**src/rtl/seven_seg_pkg.sv**
```systemverilog
// Shared types for the seven-segment scan path: digit index, nibble, frame and blank mask.
// Latency: n/a (types and a pure helper function only).
// Backpressure: n/a.
package seven_seg_pkg;

  localparam int NUM_DIGITS_MAX = 8;

  typedef logic [2:0]  digit_idx_t;
  typedef logic [3:0]  nibble_t;
  typedef logic [31:0] frame_t;
  typedef logic [7:0]  mask_t;

  // Digit i of a frame lives in bits [4i+3:4i].
  function automatic nibble_t nibble_at(input frame_t f, input digit_idx_t i);
    return f[{i, 2'b00} +: 4];
  endfunction

endpackage

```
**src/rtl/refresh_prescaler.sv**
```systemverilog
// Free-running slot timer: counts 0..DIV-1 and flags the terminal count.
// Latency: tc is combinational from the count register, high for one cycle every DIV cycles.
// Backpressure: none; always counts.
module refresh_prescaler #(
  parameter int  DIV = 100_000,
  localparam int CW  = $clog2(DIV)
) (
  input  logic          clk,
  input  logic          rst_n,
  output logic          tc,
  output logic [CW-1:0] count
);

  localparam logic [CW-1:0] LAST = CW'(DIV - 1);

  assign tc = (count == LAST);

  // Wrap to zero on terminal count so the count never exceeds DIV-1.
  always_ff @(posedge clk or negedge rst_n) begin
    if (!rst_n) begin
      count <= '0;
    end else if (tc) begin
      count <= '0;
    end else begin
      count <= count + CW'(1);
    end
  end

endmodule

```
**src/rtl/seven_seg_scan_ctrl.sv**
```systemverilog
// Time-multiplexes an 8-nibble frame plus blank mask onto the decoder's num/sel/blank inputs.
// Latency: outputs registered, 1 cycle after state; accepted frame shown from digit 0 of the next frame.
// Backpressure: wr_ready low while a frame is pending; rises the cycle after the frame-boundary commit.
module seven_seg_scan_ctrl
  import seven_seg_pkg::*;
#(
  parameter int REFRESH_DIV = 100_000,
  parameter int DEAD_CYCLES = 2,
  parameter int NUM_DIGITS  = 8
) (
  input  logic        clk,
  input  logic        rst_n,
  input  logic        wr_valid,
  output logic        wr_ready,
  input  logic [31:0] wr_data,
  input  logic [7:0]  wr_blank,
  output logic [3:0]  num,
  output logic [2:0]  sel,
  output logic        blank,
  output logic        frame_tick
);

  localparam int              CW       = $clog2(REFRESH_DIV);
  localparam digit_idx_t      LAST_IDX = digit_idx_t'(NUM_DIGITS - 1);
  localparam logic [CW-1:0]   DEAD_CNT = CW'(DEAD_CYCLES);

  generate
    if (REFRESH_DIV < 2) begin : g_bad_div
      $fatal(1, "seven_seg_scan_ctrl: REFRESH_DIV must be >= 2");
    end
    if (DEAD_CYCLES < 0 || DEAD_CYCLES >= REFRESH_DIV) begin : g_bad_dead
      $fatal(1, "seven_seg_scan_ctrl: DEAD_CYCLES must be in 0..REFRESH_DIV-1");
    end
    if (NUM_DIGITS < 1 || NUM_DIGITS > NUM_DIGITS_MAX) begin : g_bad_digits
      $fatal(1, "seven_seg_scan_ctrl: NUM_DIGITS must be in 1..8");
    end
  endgenerate

  logic          tc;
  logic [CW-1:0] pre_cnt;
  logic [CW-1:0] pre_cnt_next;

  refresh_prescaler #(
    .DIV (REFRESH_DIV)
  ) u_prescaler (
    .clk   (clk),
    .rst_n (rst_n),
    .tc    (tc),
    .count (pre_cnt)
  );

  digit_idx_t idx;
  digit_idx_t idx_next;
  frame_t     disp_data;
  frame_t     disp_data_next;
  mask_t      disp_mask;
  mask_t      disp_mask_next;
  frame_t     pend_data;
  mask_t      pend_mask;
  logic       pend_full;
  logic       xfer;
  logic       wrap_tc;
  logic       commit;

  assign wr_ready = ~pend_full;
  assign xfer     = wr_valid & wr_ready;
  assign wrap_tc  = tc & (idx == LAST_IDX);
  // Commit looks at the registered pending flag, so a frame arriving on the wrap edge waits a full frame.
  assign commit   = wrap_tc & pend_full;

  // Post-edge view of the scan state; outputs are registered from it so they line up with the new slot.
  always_comb begin
    pre_cnt_next   = tc ? '0 : pre_cnt + CW'(1);
    idx_next       = idx;
    if (tc) begin
      idx_next = (idx == LAST_IDX) ? '0 : idx + 3'd1;
    end
    disp_data_next = commit ? pend_data : disp_data;
    disp_mask_next = commit ? pend_mask : disp_mask;
  end

  // Pending slot: single frame of lookahead, drained only at the frame boundary.
  always_ff @(posedge clk or negedge rst_n) begin
    if (!rst_n) begin
      pend_full <= 1'b0;
      pend_data <= '0;
      pend_mask <= '0;
    end else if (commit) begin
      pend_full <= 1'b0;
    end else if (xfer) begin
      pend_full <= 1'b1;
      pend_data <= wr_data;
      pend_mask <= wr_blank;
    end
  end

  // Scan index and displayed frame; display starts fully dark so nothing shows before the first commit.
  always_ff @(posedge clk or negedge rst_n) begin
    if (!rst_n) begin
      idx       <= '0;
      disp_data <= '0;
      disp_mask <= '1;
    end else begin
      idx       <= idx_next;
      disp_data <= disp_data_next;
      disp_mask <= disp_mask_next;
    end
  end

  // Decoder-facing outputs; blank also covers the first DEAD_CYCLES of every slot to hide ghosting.
  always_ff @(posedge clk or negedge rst_n) begin
    if (!rst_n) begin
      num        <= '0;
      sel        <= '0;
      blank      <= 1'b1;
      frame_tick <= 1'b0;
    end else begin
      num        <= nibble_at(disp_data_next, idx_next);
      sel        <= idx_next;
      blank      <= disp_mask_next[idx_next] | (pre_cnt_next < DEAD_CNT);
      frame_tick <= wrap_tc;
    end
  end

endmodule

```
**config.mk**
```make
export PLATFORM = sky130hd
export DESIGN_NAME = seven_seg_scan_ctrl
export DESIGN_NICKNAME = d
export VERILOG_FILES = /design/src/rtl/seven_seg_pkg.sv /design/src/rtl/refresh_prescaler.sv /design/src/rtl/seven_seg_scan_ctrl.sv
export SDC_FILE = /design/constraint.sdc
export NUM_CORES = 1
export LEC_CHECK = 0
export CAP_MARGIN = 10
export CORE_ASPECT_RATIO = 1.75
export CORE_MARGIN = 2
export CORE_UTILIZATION = 58
export DETAILED_ROUTE_END_ITERATION = 12
export PLACE_DENSITY_LB_ADDON = 0.1
export SKIP_CTS_REPAIR_TIMING = 1
export SLEW_MARGIN = 5
export SYNTH_ARGS = -nofsm -noshare
export SYNTH_HDL_FRONTEND = slang
export SYNTH_SLANG_ARGS = --single-unit
```
**constraint.sdc**
```tcl
create_clock -name clk -period 8.35 [get_ports clk]
set_input_delay 1.2525 -clock clk [delete_from_list [all_inputs] [get_ports clk]]
set_output_delay 1.2525 -clock clk [all_outputs]
set_load 0.05 [all_outputs]
```
==> out/results.tsv <==
metric	value	unit
power per standard cell area	175	nW/um2
RSZ-0062 raised after global routing	no	
H-Tree Level Count	3	
clock share of power	41.7	%
die area	9470	um2
startpoint types	register	
Setup violations, final	0	
Internal	0.819	mW
sequential share of the synthesized area	53.4	%
Fmax	281	MHz
clk_skew	0.00591	ns
worst skew pair latency	0.34	ns
Synth-to-Final Area Change	18.5	%
antenna violations before repair	0	
vias in the first global route	3813	
CTS Buffer Depth	2	
Worst Path Max Fanout	44	
first-pass GRT wire length	18700	um
Synth Instances	495	
WHS Path Cells	2	
area post-placement	5650	um2
area leader, netlist	dfrtp_1	
hpwl dp	7610	um
sw frac	21.7	%
Critical Path AT	3.74	ns
final net count	585	
critical-path cell list	ha_1 > ha_1 > and2_1 > nand2_1 > buf_4 > nand2_1 > o211ai_1 > a311oi_1 > a31oi_1	
CTS Buf Count	9	
commonest non-fill, non-tap cell in the layout	nand2_1	
Mapped Avg Cell Area	10.2	um2
Die Span X	74.4	um
die span in y	127	um
top cells by area, synth	dfrtp_1 (49%), nand2_1 (9.9%), mux2_2 (9.8%)	
run status	complete, no violations	
net switching power	0.227	mW
CTS tree	done	
R2R depth	9	
max_cap viols	0	
post-route ant nets	0	
first-pass iteration count of the detailed router	4	
Total GRT Usage	25.9	%
Initial DRC Count	225	
Placer Congestion	0.919	
Hold Fails Final Rpt	0	
fraction of registers with async set/reset	100	%
top-area cell type share of the netlist area	48.7	%
n_diodes	0	
clk slew on worst S/H paths	0.07	ns
Final Cell Area	5970	um2
worst slew pin tran	1.11	ns
Crit Path Category	reg2reg	
DRC errors left	0	
Yosys warnings	0	
Slew headroom	26.2	%
row cnt	45	
commonest cells after routing, fill and taps aside	nand2_1 (133), dfrtp_1 (98), clkdlybuf4s50_1 (51)	
number of flops mapped to enable cells by yosys	0	
Worst Setup End Kind	register	
share of layout cells above drive strength 1	15.4	%
initial core utilization	58.8	%
Tmin final	3.56	ns
largest net degree at the start of global routing	55	
Design Power	1.05	mW
Boundary Pins	53	
Seq cells post-synth	107	
Root Buffer	clkbuf_16	
Vias	3747	
Leak	2.82	nW
Max IR drop VDD	0.000144	V
Main synth FF type	dfrtp_1	
synth unique cells	48	
Synthesized Nets	541	
final max-slew violation count	0	
# port buffers	52	
Slowest-stage cell, CP	dfrtp_1	
CP required	8.53	ns
vias per cell	5.67	
Mapped Area	5040	um2
Core Area	8560	um2
combinational share of power	5.0	%
mean routed wirelength per cell	16.7	um
Routed WL	11000	um
Hold Path Class	reg2reg	
max incr delay on CP	0.93	ns
CTS Sinks	107	
sequential power share	53.2	%
Congestion Overflow GR	0	
setup_tns	0	ns
Tcrit/Tclk final	42.6	%
## state kept, by name (all words and copies together), names as in the netlist
signal             count
num                    4
disp_mask              8
pend_data             32
disp_data             32
pend_mask              8
u_prescaler.count     17
pend_full              1
sel                    3
frame_tick             1
blank                  1
## final timing paths
| check | from | endpoint | slack, ns |
|---|---|---|---|
| worst max-delay path | sel[0] | num[0] | 4.79 |
| worst min-delay path | disp_mask[7] | disp_mask[7] | 0.46 |
| worst max register to register | sel[0] | num[0] | 4.79 |
| worst min register to register | disp_mask[7] | disp_mask[7] | 0.46 |
| max in group asynchronous | rst_n | disp_data[20] | 6.28 |
| min in group asynchronous | rst_n | disp_data[31] | 0.94 |
## power groups by stage
stage | clock (mW) | combinational, mW | sequential, mW
2_1_floorplan | 0 | 0.0212 | 0.561
3_3_place_gp | 0 | 0.0515 | 0.567
3_5_place_dp | 0 | 0.0537 | 0.568
4_1_cts | 0.446 | 0.0539 | 0.558
5_1_grt | 0.463 | 0.0586 | 0.560
6_report | 0.437 | 0.0524 | 0.557
## layer usage
layer | global-route usage, % | routed length, um | vias to the layer above
met3 | 4.10 | 358 | 27
met2 | 43.2 | 5820 | 86
met5 | 0 | 0 | -
met1 | 32.3 | 4490 | 1824
li1 | - | - | 1810
met4 | 12.0 | 370 | 0
## cells in the mapped netlist, types with 2 or more instances
cell type,instances
nand2_1,133
dfrtp_1,98
mux2_2,44
nor2_1,25
a21oi_1,23
clkbuf_1,20
mux2i_1,16
o21ai_0,13
dfstp_2,9
o211ai_1,8
xnor2_1,8
and2_1,7
o22ai_1,7
nand3_1,6
xor2_1,6
and3_1,5
inv_1,5
o221ai_1,5
a31oi_1,4
nand2b_1,4
nand4_1,4
a211o_1,3
a211oi_1,3
a21o_1,3
and4_1,3
ha_1,3
or2_2,3
a221o_1,2
a221oi_1,2
a22o_1,2
buf_1,2
buf_2,2
or4_1,2
## per-stage QoR
stage / util (%) / hold slack, ns / worst slack, ns / std cells
after floorplan: - / 0.431 / 5.53 / 495
after global placement: 66.1 / 0.444 / 4.85 / 645
after detailed placement: 66.1 / 0.454 / 4.82 / 645
after CTS: 69.7 / 0.467 / 4.79 / 661
after global routing: 69.7 / 0.487 / 4.42 / 661
final: 69.7 / 0.465 / 4.79 / 661
## worst max-delay path, delay by kind of cell, from the launching register on
kind            cells  cell delay, ns
compound gates      3            0.48
fa+ha+maj           2            0.79
buf+inv             1            0.31
flops               1            0.93
simple gates        3            0.88
## logic make-up (layout without fill, tap and decap cells)
| family | count (synthesis) | in the layout | synth area share [%] |
|---|---|---|---|
| flip-flops | 107 | 107 | 53.4 |
| adder cells (fa/ha/maj) | 3 | 3 | 0.745 |
| XOR/XNOR | 14 | 14 | 2.43 |
| buffers and inverters | 30 | 79 | 2.29 |
| AND/OR/NAND/NOR | 202 | 202 | 17.8 |
| multiplexers | 60 | 60 | 13.0 |
| AO/OA/AOI/OAI | 79 | 79 | 10.4 |
## layout make-up
cell class                      instances  area, um2
Sequential cell                       107       2690
Clock inverter                          6       70.1
Inverter                                6       22.5
Fill cell                             716       2590
Tap cell                              117        146
Timing Repair Buffer                   57        556
Multi-Input combinational cell        358       2240
Clock buffer                           10        239
Note: power is estimated with default switching activity, not from simulation.
